[src/rtl/clk_edge_monitor.sv]
// rtl/clk_edge_monitor.sv - multi-channel rising-edge counter over a programmable window of clock cycles
// Optional range check against exp_lo/exp_hi is built when CLK_EDGE_MONITOR_CHECK_EN is defined.
module clk_edge_monitor #(
    parameter int NUM_CH = 2,
    parameter int CNT_W  = 16,
    parameter int WIN_W  = 16
) (
    input  logic                    clock,
    input  logic                    reset,
    input  logic [NUM_CH-1:0]       mon_in,
    input  logic                    start,
    input  logic                    abort,
    input  logic                    continuous,
    input  logic [WIN_W-1:0]        window_len,
`ifdef CLK_EDGE_MONITOR_CHECK_EN
    input  logic [CNT_W-1:0]        exp_lo,
    input  logic [CNT_W-1:0]        exp_hi,
    output logic [NUM_CH-1:0]       fail,
`endif
    output logic                    busy,
    output logic                    done,
    output logic [NUM_CH*CNT_W-1:0] counts,
    output logic [NUM_CH-1:0]       ovf
);

    typedef enum logic {IDLE, COUNT} state_t;

    localparam logic [CNT_W-1:0] ONES = '1;

    state_t                          state_q, state_n;
    logic [NUM_CH-1:0]               s1_q, s2_q, s3_q, rise;
    logic [NUM_CH-1:0][CNT_W-1:0]    acc_q, acc_n, load_cnt, counts_q;
    logic [NUM_CH-1:0]               sat_q, sat_n, load_ovf, ovf_q;
    logic [WIN_W-1:0]                rem_q;
    logic                            cont_q, done_q;
    logic                            accept, win_last, count_en, zero_start, load_en;

    // Synchronisers run regardless of FSM state so a window never starts on stale history.
    always_ff @(posedge clock) begin
        if (reset) begin
            s1_q <= '0;
            s2_q <= '0;
            s3_q <= '0;
        end else begin
            s1_q <= mon_in;
            s2_q <= s1_q;
            s3_q <= s2_q;
        end
    end

    assign rise       = s2_q & ~s3_q;
    assign accept     = (state_q == IDLE) && start && !abort;
    assign zero_start = accept && (window_len == '0);
    // rem_q==0 only occurs for a zero-length continuous reload: that window ends at once, empty.
    assign win_last   = (state_q == COUNT) && (rem_q <= WIN_W'(1));
    assign count_en   = (state_q == COUNT) && (rem_q != '0);
    assign load_en    = !abort && (zero_start || win_last);

    always_ff @(posedge clock) begin
        if (reset) state_q <= IDLE;
        else       state_q <= state_n;
    end

    always_comb begin
        state_n = state_q;
        case (state_q)
            IDLE:    if (accept && ((window_len != '0) || continuous)) state_n = COUNT;
            COUNT:   if (win_last && !cont_q) state_n = IDLE;
            default: state_n = IDLE;
        endcase
        if (abort) state_n = IDLE;
    end

    always_comb begin
        busy = (state_q == COUNT);
    end

    // A rise arriving while the counter is already all-ones is a lost edge: hold and flag it.
    always_comb begin
        acc_n = acc_q;
        sat_n = sat_q;
        for (int i = 0; i < NUM_CH; i++) begin
            if (count_en && rise[i]) begin
                if (acc_q[i] == ONES) sat_n[i] = 1'b1;
                else                  acc_n[i] = acc_q[i] + CNT_W'(1);
            end
        end
    end

    always_comb begin
        load_cnt = acc_n;
        load_ovf = sat_n;
        if (zero_start) begin
            load_cnt = '0;
            load_ovf = '0;
        end
    end

    always_ff @(posedge clock) begin
        if (reset) begin
            acc_q    <= '0;
            sat_q    <= '0;
            counts_q <= '0;
            ovf_q    <= '0;
            rem_q    <= '0;
            cont_q   <= 1'b0;
            done_q   <= 1'b0;
        end else begin
            done_q <= load_en;
            if (load_en) begin
                counts_q <= load_cnt;
                ovf_q    <= load_ovf;
            end
            // Clearing on the last cycle lets rises in the done cycle land in the next window.
            if (abort || accept || win_last) begin
                acc_q <= '0;
                sat_q <= '0;
            end else begin
                acc_q <= acc_n;
                sat_q <= sat_n;
            end
            if (accept) begin
                rem_q  <= window_len;
                cont_q <= continuous;
            end else if (win_last) begin
                rem_q <= window_len;
            end else if (state_q == COUNT) begin
                rem_q <= rem_q - WIN_W'(1);
            end
        end
    end

`ifdef CLK_EDGE_MONITOR_CHECK_EN
    logic [NUM_CH-1:0] fail_q;

    always_ff @(posedge clock) begin
        if (reset) begin
            fail_q <= '0;
        end else if (load_en) begin
            for (int i = 0; i < NUM_CH; i++) begin
                fail_q[i] <= (load_cnt[i] < exp_lo) | (load_cnt[i] > exp_hi) | load_ovf[i];
            end
        end
    end

    assign fail = fail_q;
`endif

    assign done   = done_q;
    assign counts = counts_q;
    assign ovf    = ovf_q;

endmodule

[config.mk]
export PLATFORM = sky130hd
export DESIGN_NAME = clk_edge_monitor
export DESIGN_NICKNAME = d
export VERILOG_FILES = /design/src/rtl/clk_edge_monitor.sv
export SDC_FILE = /design/constraint.sdc
export NUM_CORES = 1
export LEC_CHECK = 0
export ABC_AREA = 1
export BUFFER_PORTS_ARGS = -buffer_cell sky130_fd_sc_hd__buf_4
export CORE_UTILIZATION = 45
export DETAILED_ROUTE_END_ITERATION = 16
export GPL_ROUTABILITY_DRIVEN = 0
export GPL_TIMING_DRIVEN = 1
export PLACE_DENSITY = 0.66
export RECOVER_POWER = 50
export SYNTH_ARGS = -nofsm -noshare
export SYNTH_HDL_FRONTEND = slang
export SYNTH_SLANG_ARGS = --single-unit
[constraint.sdc]
create_clock -name clock -period 1.6 [get_ports clock]
set_input_delay 0.24 -clock clock [delete_from_list [all_inputs] [get_ports clock]]
set_output_delay 0.24 -clock clock [all_outputs]
set_load 0.05 [all_outputs]
# Word level (Yosys, flattened, before mapping)
# Index checks and enable logic that the tools add are counted.
op_classes:
  eq_ne: 2
  addsub: 3
  muxes: 16
  reduce_logical: 22
  bitwise: 3
  n_lt_le_gt_ge: 1
op_table:
  columns: ["operator", "n"]
  rows:
  - ["$mux W16", 7]
  - ["$add A16 B1 Y16 const B", 2]
  - ["$eq A16 B16 Y1 const B", 2]
  - ["$mux W32", 1]
  - ["$reduce_bool A16 Y1", 2]
  - ["$le A16 B1 Y1 const B", 1]
  - ["$logic_not A16 Y1", 1]
  - ["$sub A16 B1 Y16 const B", 1]
  - ["$logic_and A1 B1 Y1", 10]
  - ["$mux W1", 6]
  - ["$logic_or A1 B1 Y1", 4]
  - ["$reduce_or A2 Y1", 2]
  - ["$reduce_bool A3 Y1", 1]
  - ["$and A2 B2 Y2", 1]
  - ["$logic_not A1 Y1", 2]
  - ["$mux W2", 1]
  - ["$not A2 Y2", 1]
  - ["$pmux W1 S2", 1]
  - ["$not A1 Y1", 1]
word_totals:
  reg_bits: 93
  inputBits: 23

# Depth between registers and ports, before layout
logic_depth:
  ltp_word: 6
  mapped_depth: 12
  depth_no_buf: 12

# Least setup slack after synthesis
# Ideal clock, no wire load.
synth_path:
  path_type: "register to register"
  from: "register state_q (netlist: busy)"
  to: "register counts_q (netlist bit counts[23])"
  period_less_slack_ns: 1.800
  path_buffers: 1
  path_stages_with_launch: 10
  arrival_time_ns: 1.730
  t_required_ns: 1.530
  setup_ns: 0.070
  slack_ns: -0.200
  cell_sequence: "dfxtp_1 -> inv_1 -> nand2_1 -> nor2_1 -> nand3_1 -> nand2_1 -> nand2_1 -> buf_2 -> nand2_1 -> a21oi_2"
synth_between:
  elab_chain_cells: 6
  word_cells_on_any_way: 11
  classes_between: "mux (2); bitwise (1); reduce/logical (8)"
synth_rtl:
  columns: ["item", "line_no", "source"]
  rows:
  - ["from (decl)", "30", "state_t state_q, state_n;"]
  - ["from (signal assigned)", "61", "else state_q <= state_n;"]
  - ["$not A1 Y1", null, null]
  - ["$logic_and A1 B1 Y1 (2 in a row)", "52", "assign accept = (state_q == IDLE) && start && !abort;"]
  - ["$logic_and A1 B1 Y1", "53", "assign zero_start = accept && (window_len == '0);"]
  - ["$logic_or A1 B1 Y1", "57", "assign load_en = !abort && (zero_start || win_last);"]
  - ["$logic_and A1 B1 Y1", "57", null]
  - ["to (signal assigned)", "111", "counts_q <= load_cnt;"]
  - ["to (decl)", "32", "logic [NUM_CH-1:0][CNT_W-1:0] acc_q, acc_n, load_cnt, counts_q;"]
# Several ways; a longest one is shown, not always the timed one.
# A chain may end at the register's enable or synchronous reset.

# Worst setup path in the final report
layout_path:
  from: "register rem_q[7]"
  to: "register counts_q (netlist bit counts[9])"
layout_between:
  elab_chain_cells: 5
  word_cells_on_any_way: 9
  classes_between: "order compare (1); mux (2); reduce/logical (6)"
layout_rtl:
  columns: ["item", "line_no", "source"]
  rows:
  - ["from (decl)", "34", "logic [WIN_W-1:0] rem_q;"]
  - ["from (signal assigned)", "123", "rem_q <= window_len;"]
  - ["from (signal assigned)", "126", "rem_q <= window_len;"]
  - ["from (signal assigned)", "128", "rem_q <= rem_q - WIN_W'(1);"]
  - ["branches (longest 5 deep; another with $le A16 B1 Y1)", null, null]
# Parallel ways; which one is timed is not known.

==> flow_summary.json <==
{
  "cp.arrival_ps": 1830,
  "grt_max_degree": 54,
  "finalSetupViolCount": 1,
  "coreArea_um2": 11470,
  "cp-start-kind": "register",
  "num-nets-final": 947,
  "worst_slack_ps": -1.420,
  "cp-endpoint": "counts[9]",
  "r2r_cells": 11,
  "period_share_pct": 100.1,
  "area_growth_pct": 39.54,
  "syn_nets": 810,
  "dpl-instance-area_um2": 6435,
  "outcome": "complete, but fails checks",
  "path_max_fanout": 5,
  "slew_viol_final": 0,
  "fin_hold_ws_ps": 93.51,
  "ios": 59,
  "drive_gt1_share_pct": 37.66,
  "cts_made_buffers": 9,
  "die_area_um2": 12240,
  "antenna_left": 0,
  "critical_path_class": "register to register",
  "grt_pass1_vias": 5012,
  "vias": 5462,
  "fmax_mhz": 624.4,
  "required_ps": 1830,
  "ctsLongestPathBuffers": 2,
  "initial_utilization_pct": 46.31,
  "path_clk_slew_ps": 70,
  "die_w_um": 110.6,
  "synth-seq-cells": 93,
  "io_buffer_count": 58,
  "failed_checks": "negative setup slack",
  "maxSlewHeadroom_pct": 78.48,
  "synth_top_area_share_pct": 35.06,
  "hold_class": "input pin to register",
  "startpoint": "rem_q[7]",
  "power_leakage_nw": 3.441,
  "grtUsageMet1_pct": 29.59,
  "yosys_warnings": 0,
  "rr_startpoint": "rem_q[7]",
  "hpwlAfterDp_um": 9738,
  "ir_drop_uv": 644.2,
  "drc_errors": 0,
  "grt_pass1_wl_um": 23000,
  "finalClockSkew_ps": 7.430,
  "first_pass_iters": 6,
  "cts_root_buffer": "clkbuf_16",
  "rsz0062_at_grt": "yes",
  "final_area_um2": 7410,
  "n_antenna_cell": 0,
  "syn_inst": 782,
  "overflow": 0,
  "grtUsageMet2_pct": 38.63,
  "gr-usage-all-layers_pct": 22.97,
  "cap_violations": 0,
  "cts_tree": "done",
  "final_cells": 1067,
  "synth_area_um2": 5310,
  "placed_cells": 1035,
  "clock_sinks": 93,
  "yosysSeqAreaShare_pct": 35.06,
  "h-tree-depth": 3,
  "endpoint_kind": "register",
  "wire_per_inst_um": 14.33,
  "avgSynthCellArea_um2": 6.790,
  "synth_cell_types": 36,
  "gr-max-usage-layer": "met2",
  "rrSetupSlack_ps": -1,
  "powerDensity_nw_per_um2": 758.4,
  "drtIter0Drc": 248,
  "r2r-end": "counts[9]",
  "antenna_found_initial": 0,
  "yosysTopAreaCell": "dfxtp_1",
  "synth_area_leaders": "dfxtp_1 (35%), nand2_1 (17%), a21oi_1 (6.2%), nor2_1 (5.4%), inv_1 (4.7%)",
  "rows": 39,
  "post-layout-total-power_mw": 5.619,
  "final.min_clock_period_ps": 1601,
  "clock_latency_ps": 350,
  "finalHoldViolCount": 0,
  "worst_slew_pin_slew_ps": 322.9,
  "via_per_inst": 5.119,
  "n_fill_cell": 979,
  "use_met3_pct": 3.183,
  "die_h_um": 110.6,
  "drt_wl_total_um": 15290
}
## layout make-up
type	count	area (um^2)	area share (%)
timing repair inverter	6	82.58	1.114
clock inverter	5	58.81	0.7937
clock buffer	11	252.7	3.411
multi-input combinational	588	3324	44.87
timing repair buffer	149	1315	17.75
sequential	93	1883	25.41
tap	143	178.9	2.415
inverter	72	314.1	4.238
## routing by layer
layer | up-vias | wire length (um)
li1 | 2766 | -
met5 | - | 0
met1 | 2531 | 6788
met3 | 28 | 690
met2 | 137 | 7427
met4 | 0 | 388
## sequential cells by signal, indices dropped and copies added, names as in the netlist
signal and flops:
s3_q 2, acc_q 32, cont_q 1, s1_q 2, ovf 2, rem_q 16
busy 1, sat_q 2, s2_q 2, done 1, counts 32
## placed cells by master (no fill, tap or decap), types with 5 or more instances in the layout
cell type and count:
nand2_1 214, buf_4 130, dfxtp_1 78, nor2_1 62, inv_1 61, a21oi_1 57
nand2_2 49, nand3_1 34, a21oi_2 29, o21ai_0 20, nand3_2 18, dfxtp_2 14
clkbuf_16 14, nor2_4 13, nand4_1 12, o21ai_1 11, nand2_4 10, nor2_2 10
and2_1 10, xor2_1 10, buf_12 6, o21ai_2 5, ha_4 5
## kinds of logic after synthesis
group | share of synthesized area (%)
compound gates | 13.48
xor+xnor | 1.979
fa+ha+maj | 1.178
buf+inv | 8.647
flops | 35.06
simple gates | 39.66
## how the worst min path moves through the flow
stage | start | slack (ps) | endpoint | cells past startpoint
floorplan | mon_in[0] | 350 | s1_q[0] | 2
global placement | s1_q[0] | 390 | s2_q[0] | 2
detailed placement | s1_q[1] | 400 | s2_q[1] | 2
CTS | mon_in[1] | 90 | s1_q[1] | 3
global route | mon_in[0] | 100 | s1_q[0] | 3
finish | mon_in[1] | 90 | s1_q[1] | 3
## cell usage after synthesis
library cell,n
buf_12,1
o21ai_0,27
nor2_1,77
nor2_2,4
or2_1,1
buf_4,4
inv_4,1
ha_1,5
inv_2,4
nand2_2,29
clkbuf_1,8
dfxtp_1,93
o21bai_2,1
xnor2_1,2
nand2_4,2
o21ai_1,9
nand3b_1,2
nor3_1,2
nand3_2,21
nand3b_4,1
nor2_8,2
buf_1,3
nor2_4,4
a21oi_1,66
buf_2,9
o21bai_4,1
inv_6,1
or2_2,4
and2_1,10
buf_6,4
inv_1,66
xor2_1,10
a21oi_2,20
nand4_1,12
nand2_1,242
nand3_1,34
## critical path, stage by stage, from the launching register on
cell,delay (ps)
dfxtp_1,330
nor2_2,160
nand2_2,110
nor2_2,140
nand2_2,110
nand3_4,170
inv_6,60
clkbuf_16,160
nand2_2,70
nand2_1,50
nand2_1,70
a21oi_2,50
## what timing repair did
| item | CTS | global route |
|---|---|---|
| gates cloned | 3 | 8 |
| hold buffers | 0 | 0 |
| buffers inserted | 3 | 2 |
| resized for setup | 25 | 118 |
| endpoints found under the setup margin | 54 | 67 |
| pin swaps | 2 | 27 |
## power breakdown
group	internal, mW	leakage (nW)	total [mW]	switching, mW
clock	1.30	0.148	2.24	0.939
combinational	0.420	2.53	0.978	0.558
sequential	2.37	0.760	2.41	0.0410
total	4.08	3.44	5.62	1.54
## stage by stage
stage / utilization, % / TNS (ps) / worst slack [ps]
after CTS: 59.96 / -33.69 / -25.95
after global routing: 64.62 / -2638 / -98.96
after detailed placement: 56.12 / -3189 / -116.2
after floorplan: - / 0 / 13.98
final: 64.62 / -1.420 / -1.420
after global placement: 56.12 / -426.7 / -51.70
(Power assumes the default switching activity.)
